$ cat config.mk
export PLATFORM = sky130hd
export DESIGN_NAME = uart_rx_flat
export DESIGN_NICKNAME = d
export VERILOG_FILES = /design/src/rtl/uart_rx_if.sv /design/src/rtl/uart_rx.sv /design/src/flat_wrapper.sv
export SDC_FILE = /design/constraint.sdc
export NUM_CORES = 1
export LEC_CHECK = 0
export CORE_MARGIN = 2
export CORE_UTILIZATION = 36
export DETAILED_ROUTE_END_ITERATION = 10
export GPL_TIMING_DRIVEN = 0
export PLACE_DENSITY = 0.57
export SYNTH_ARGS = -nofsm -noshare
export SYNTH_HDL_FRONTEND = slang
export SYNTH_SLANG_ARGS = --single-unit
$ cat constraint.sdc
create_clock -name sysclk -period 5.95 [get_ports sysclk]
set_input_delay 0.8925 -clock sysclk [delete_from_list [all_inputs] [get_ports sysclk]]
set_output_delay 0.8925 -clock sysclk [all_outputs]
set_load 0.02 [all_outputs]
$ cat src/rtl/uart_rx_if.sv
// uart_rx_if: one-entry valid/ready byte channel between the UART receiver
// and the character store.
//   data  : received byte, LSB = first data bit on the line
//   valid : data holds an unconsumed byte
//   ready : consumer takes the byte in any cycle where valid && ready
// master = producer (receiver), slave = consumer (store).
`timescale 1ns/1ps
interface uart_rx_if;
  logic [7:0] data;
  logic       valid;
  logic       ready;

  modport master (output data, output valid, input ready);
  modport slave  (input data, input valid, output ready);
endinterface

$ cat src/rtl/uart_rx.sv
// uart_rx: 8N1 UART receiver with start-bit qualification, mid-bit sampling,
// framing-error detection and a one-entry valid/ready output buffer.
// Ports:
//   sysclk    : system clock, rising edge
//   reset     : synchronous, active-high
//   serialIn  : asynchronous RX line, idles high
//   clear_err : one-cycle pulse, clears the sticky overrun flag
//   bus       : uart_rx_if.master (data/valid out, ready in)
//   frame_err : one-cycle pulse when the stop bit is sampled low
//   overrun   : sticky, a completed byte was dropped because the buffer was full
//   busy      : high in every state except IDLE
`timescale 1ns/1ps
module uart_rx #(
  parameter int CLKS_PER_BIT = 5208,
  parameter int CNT_W        = 13
) (
  input  logic        sysclk,
  input  logic        reset,
  input  logic        serialIn,
  input  logic        clear_err,
  uart_rx_if.master   bus,
  output logic        frame_err,
  output logic        overrun,
  output logic        busy
);

  typedef enum logic [2:0] {IDLE, START, DATA, STOP, WAIT_HIGH} state_t;

  localparam logic [CNT_W-1:0] HALF_M1 = CNT_W'(CLKS_PER_BIT / 2 - 1);
  localparam logic [CNT_W-1:0] LAST    = CNT_W'(CLKS_PER_BIT - 1);

  logic             rx_p0;
  logic             rx_s;
  state_t           state;
  state_t           state_n;
  logic [CNT_W-1:0] cnt;
  logic [CNT_W-1:0] cnt_n;
  logic [2:0]       idx;
  logic [2:0]       idx_n;
  logic [7:0]       shift;
  logic [7:0]       shift_n;
  logic             deliver;
  logic             stop_bad;

  assign busy = (state != IDLE);

  always_comb begin
    state_n  = state;
    cnt_n    = cnt;
    idx_n    = idx;
    shift_n  = shift;
    deliver  = 1'b0;
    stop_bad = 1'b0;
    case (state)
      IDLE: begin
        if (!rx_s) begin
          state_n = START;
          cnt_n   = '0;
        end
      end
      START: begin
        // Re-check the line half a bit in; a high level here was a glitch.
        if (cnt == HALF_M1) begin
          cnt_n = '0;
          if (!rx_s) begin
            state_n = DATA;
            idx_n   = 3'd0;
          end else begin
            state_n = IDLE;
          end
        end else begin
          cnt_n = cnt + 1'b1;
        end
      end
      DATA: begin
        // Counter was aligned to mid-start, so its wrap lands mid-bit.
        if (cnt == LAST) begin
          cnt_n        = '0;
          shift_n[idx] = rx_s;
          idx_n        = idx + 3'd1;
          if (idx == 3'd7) state_n = STOP;
        end else begin
          cnt_n = cnt + 1'b1;
        end
      end
      STOP: begin
        if (cnt == LAST) begin
          cnt_n = '0;
          if (rx_s) begin
            deliver = 1'b1;
            state_n = IDLE;
          end else begin
            stop_bad = 1'b1;
            state_n  = WAIT_HIGH;
          end
        end else begin
          cnt_n = cnt + 1'b1;
        end
      end
      WAIT_HIGH: begin
        // Hold off while the line is in break so it is not seen as new starts.
        if (rx_s) state_n = IDLE;
      end
      default: state_n = IDLE;
    endcase
  end

  always_ff @(posedge sysclk) begin
    if (reset) begin
      rx_p0     <= 1'b1;
      rx_s      <= 1'b1;
      state     <= IDLE;
      cnt       <= '0;
      idx       <= 3'd0;
      shift     <= 8'h00;
      bus.data  <= 8'h00;
      bus.valid <= 1'b0;
      frame_err <= 1'b0;
      overrun   <= 1'b0;
    end else begin
      // Stage p0 -> rx_s: two-flop synchroniser on the asynchronous line.
      rx_p0     <= serialIn;
      rx_s      <= rx_p0;
      // Receive FSM and bit-timing state.
      state     <= state_n;
      cnt       <= cnt_n;
      idx       <= idx_n;
      shift     <= shift_n;
      frame_err <= stop_bad;
      // Output buffer: a consume and a delivery in the same cycle reload
      // without a bubble; a delivery into a full, unconsumed buffer is dropped.
      if (deliver) begin
        if (!bus.valid || bus.ready) begin
          bus.data  <= shift;
          bus.valid <= 1'b1;
        end
      end else if (bus.valid && bus.ready) begin
        bus.valid <= 1'b0;
      end
      // A new overrun event takes priority over clear_err.
      if (deliver && bus.valid && !bus.ready) overrun <= 1'b1;
      else if (clear_err)                     overrun <= 1'b0;
    end
  end

endmodule

$ cat src/flat_wrapper.sv
// flat-port wrapper written by rule: the top's interface ports become plain ports
module uart_rx_flat 
#(
  parameter int CLKS_PER_BIT = 5208,
  parameter int CNT_W        = 13
)
  (sysclk, reset, serialIn, clear_err, frame_err, overrun, busy, bus_data, bus_valid, bus_ready);
  uart_rx_if bus_i ();
  input  logic sysclk;
  input  logic reset;
  input  logic serialIn;
  input  logic clear_err;
  output logic frame_err;
  output logic overrun;
  output logic busy;
  output wire logic [$bits(bus_i.data)-1:0] bus_data;
  output wire logic [$bits(bus_i.valid)-1:0] bus_valid;
  input wire logic [$bits(bus_i.ready)-1:0] bus_ready;
  assign bus_data = bus_i.data;
  assign bus_valid = bus_i.valid;
  assign bus_i.ready = bus_ready;
  uart_rx #(.CLKS_PER_BIT(CLKS_PER_BIT), .CNT_W(CNT_W)) u_core (.sysclk(sysclk), .reset(reset), .serialIn(serialIn), .clear_err(clear_err), .bus(bus_i), .frame_err(frame_err), .overrun(overrun), .busy(busy));
endmodule
==> impl_results.rst <==
.. list-table::
   :header-rows: 1

   * - Metric
     - Value
   * - Maximum clock rate
     - 371 MHz
   * - Proportion of netlist area held by the largest area contributor
     - 0.431
   * - Total number of placement rows
     - 26
   * - Clock-pin slew of the registers on the worst-case setup and hold paths
     - 0.08 ns
   * - Post-place setup slack
     - 3.39 ns
   * - Layout cell share with drive strength beyond 1
     - 0.0897
   * - Slowest library cell on the worst path
     - sky130_fd_sc_hd__clkdlybuf4s50_1
   * - Worst setup path startpoint
     - u_core.state[0]
   * - Worst hold path type
     - flip-flop to flip-flop
   * - Clk_skew
     - 0.0105 ns
   * - Total die area
     - 5750 µm²
   * - Post-synthesis sequential element count
     - 40
   * - Routed WL per cell
     - 12.3 µm
   * - Total Nets Final
     - 241
   * - Vias after detailed routing
     - 1506
   * - Num ports
     - 17
   * - Average cell area after synthesis
     - 8.84 µm²
   * - Final critical-path share of the clock period
     - 0.453
   * - Detailed Route Iter0 Violations
     - 112
   * - Post-layout minimum cycle time
     - 2.70 ns
   * - Final Wtd Congestion
     - 0.815
   * - Unrepaired setup endpoints after global routing
     - no
   * - Ys flop type
     - sky130_fd_sc_hd__dfxtp_1
   * - Slew margin rel.
     - 0.443
   * - Relative area change from synthesis to final layout
     - 19.3%
   * - Detailed-route wire length
     - 3750 µm
   * - Count of buffers inserted at the top-level ports
     - 16
   * - Crit start category
     - flip-flop
   * - Number of slew-limit violations in the final report
     - 0
   * - Number of H-tree levels
     - 2
   * - Most frequent cells after synthesis
     - sky130_fd_sc_hd__dfxtp_1, sky130_fd_sc_hd__nor2_1, sky130_fd_sc_hd__nand2_1
   * - Peak fanout along the critical path
     - 10
   * - Post_cts resized
     - 0
   * - Portion of the post-synthesis area used by sequential elements
     - 0.431
   * - Initial antenna violation count
     - 0
   * - Cell area after synthesis
     - 1860 µm²
   * - Number of clock sinks
     - 40
   * - GRT Total Usage
     - 0.141
   * - Via-to-Cell Ratio
     - 4.95
   * - Dominant cell type by area after synthesis
     - sky130_fd_sc_hd__dfxtp_1
   * - Worst flop-to-flop path startpoint
     - u_core.cnt[0]
   * - Synthesized instance count
     - 210
   * - Hold path startpoint
     - u_core.rx_p0
   * - Pwr Total
     - 510 µW
   * - Post-layout util
     - 0.439
   * - Top area cells in the synthesized netlist
     - sky130_fd_sc_hd__dfxtp_1, sky130_fd_sc_hd__nor2_1, sky130_fd_sc_hd__mux2i_1, sky130_fd_sc_hd__nand2_1, sky130_fd_sc_hd__xnor2_1
   * - DRC violations left
     - 0
   * - Final sum of negative setup slack
     - 0 ns
   * - Post-route ant nets
     - 0
   * - Width of the chip
     - 75.8 µm
   * - Inserted Diodes
     - 0
   * - Core Region
     - 5040 µm²
   * - Clock Latency Late Sink
     - 0.29 ns
   * - Required time reported for the critical path endpoint
     - 5.06 ns
   * - Async SR Flop Fraction
     - 0
   * - Setup bufs post-CTS
     - 0
   * - Worst path cell trace
     - clkbuf_1 > or3_1 > clkdlybuf4s50_1
   * - Critical path class
     - flip-flop to output port
   * - Count of buffering cells on the critical path with inverters included
     - 2
   * - Max IR drop VDD
     - 0.116 mV
   * - Maximum count of clock buffers along a single path
     - 2
   * - First-pass GRT wire length
     - 6180 µm
   * - Vias in the first global route
     - 1359
   * - Slew at the pin closest to its max-slew limit
     - 0.828 ns
   * - Number of synthesized flops with an enable pin
     - 0
   * - Maximum number of pins on one net before global-route repair
     - 14
   * - Final setup vio count
     - 0
   * - Worst path max stage delay
     - 0.55 ns
   * - Count of synthesis-stage warnings from yosys
     - 0
   * - Cell area after layout
     - 2220 µm²
   * - Die outline height
     - 75.8 µm
   * - Power density over the cells
     - 230 nW/µm²
   * - Num CTS Buffers
     - 5
   * - Nets in the synthesized netlist
     - 218
   * - Number of violations of the max-capacitance limit
     - 0
   * - Pre-antenna DRT Iters
     - 4
   * - Leakage dissipation
     - 0.000708 µW
   * - Library cells used by synthesis
     - 47
   * - CTS tree
     - done
   * - Most instantiated library cell after synthesis
     - sky130_fd_sc_hd__dfxtp_1
   * - Total congestion overflow
     - 0
   * - Buffer type at the clock tree root
     - sky130_fd_sc_hd__clkbuf_8
   * - Instance area after placement
     - 2100 µm²
   * - Status
     - finished, final reports clean
   * - Final Hold Vio Count
     - 0
   * - Hold-fix buffers, CTS
     - 0
   * - Critical path arrival
     - 1.81 ns
   * - Worst Setup End Kind
     - output port
   * - Starting density of the core
     - 0.368
   * - Worst-case setup margin in the final layout
     - 3.25 ns
   * - Crit path max-delay family
     - buffers and inverters
   * - Estimated wirelength of the detail-placed design
     - 2630 µm
## flip-flops by register name, indices dropped and copies added, names as in the netlist
signal	cells
u_core.bus.data	8
u_core.bus.valid	1
u_core.cnt	13
u_core.frame_err	1
u_core.idx	3
u_core.overrun	1
u_core.rx_p0	1
u_core.rx_s	1
u_core.shift	8
u_core.state	3
## placed cells by master (no fill, tap or decap), types with 3 or more instances in the layout
master and n:
sky130_fd_sc_hd__nand4_1 8, sky130_fd_sc_hd__clkbuf_1 9, sky130_fd_sc_hd__a31oi_1 4, sky130_fd_sc_hd__nor4_1 3, sky130_fd_sc_hd__clkbuf_8 5, sky130_fd_sc_hd__xnor2_1 7
sky130_fd_sc_hd__or2_2 3, sky130_fd_sc_hd__nor3_1 3, sky130_fd_sc_hd__o21ai_0 6, sky130_fd_sc_hd__a21oi_1 12, sky130_fd_sc_hd__nor2b_1 4, sky130_fd_sc_hd__nand2_1 18
sky130_fd_sc_hd__inv_1 5, sky130_fd_sc_hd__mux2i_1 9, sky130_fd_sc_hd__dfxtp_1 40, sky130_fd_sc_hd__nor2_1 29, sky130_fd_sc_hd__clkdlybuf4s50_1 16, sky130_fd_sc_hd__nand3_1 11
sky130_fd_sc_hd__ha_1 3
## final timing paths
| kind | to | slack [ns] | cells after the start |
|---|---|---|---|
| worst max-delay path | busy | 3.25 | 3 |
| worst min-delay path | u_core.rx_s | 0.41 | 1 |
| worst max register to register | u_core.bus.data[4] | 3.66 | 6 |
| worst min register to register | u_core.rx_s | 0.41 | 1 |
## where the power goes
| group | leakage, µW | internal (µW) | switching [µW] |
|---|---|---|---|
| combinational | 0.000332 | 7.12 | 11.5 |
| sequential | 0.000323 | 269 | 1.11 |
| clock | 0.0000541 | 124 | 97.5 |
| total | 0.000708 | 400 | 110 |
## layout make-up
cell class | count | area [µm²]
Tap cell | 70 | 87.6
Sequential cell | 40 | 801
Timing Repair Buffer | 16 | 160
Clock buffer | 5 | 68.8
Clock inverter | 3 | 42.5
Buffer | 10 | 41.3
Inverter | 5 | 18.8
Fill cell | 524 | 2830
Multi-Input combinational cell | 155 | 996
## kinds of logic after synthesis
| kind of cell | share of synthesized area |
|---|---|
| flip-flops | 0.431 |
| multiplexers | 0.0485 |
| buffers and inverters | 0.0323 |
| adder cells (fa/ha/maj) | 0.0202 |
| AND/OR/NAND/NOR | 0.298 |
| AO/OA/AOI/OAI | 0.127 |
| XOR/XNOR | 0.0425 |
## layer usage
layer | GRT usage | up-vias | routed length, µm
li1 | - | 792 | -
met1 | 0.177 | 691 | 1820
met2 | 0.236 | 21 | 1780
met3 | 0.0317 | 2 | 110
met4 | 0.0526 | 0 | 36
met5 | 0 | - | 0
## per-stage QoR
step                      cells  hold WS, ns
after floorplan             210        0.389
after global placement      296        0.394
after detailed placement    296        0.399
after CTS                   304        0.417
after global routing        304        0.425
final                       304        0.415
Power figures use the tool's default switching activity.
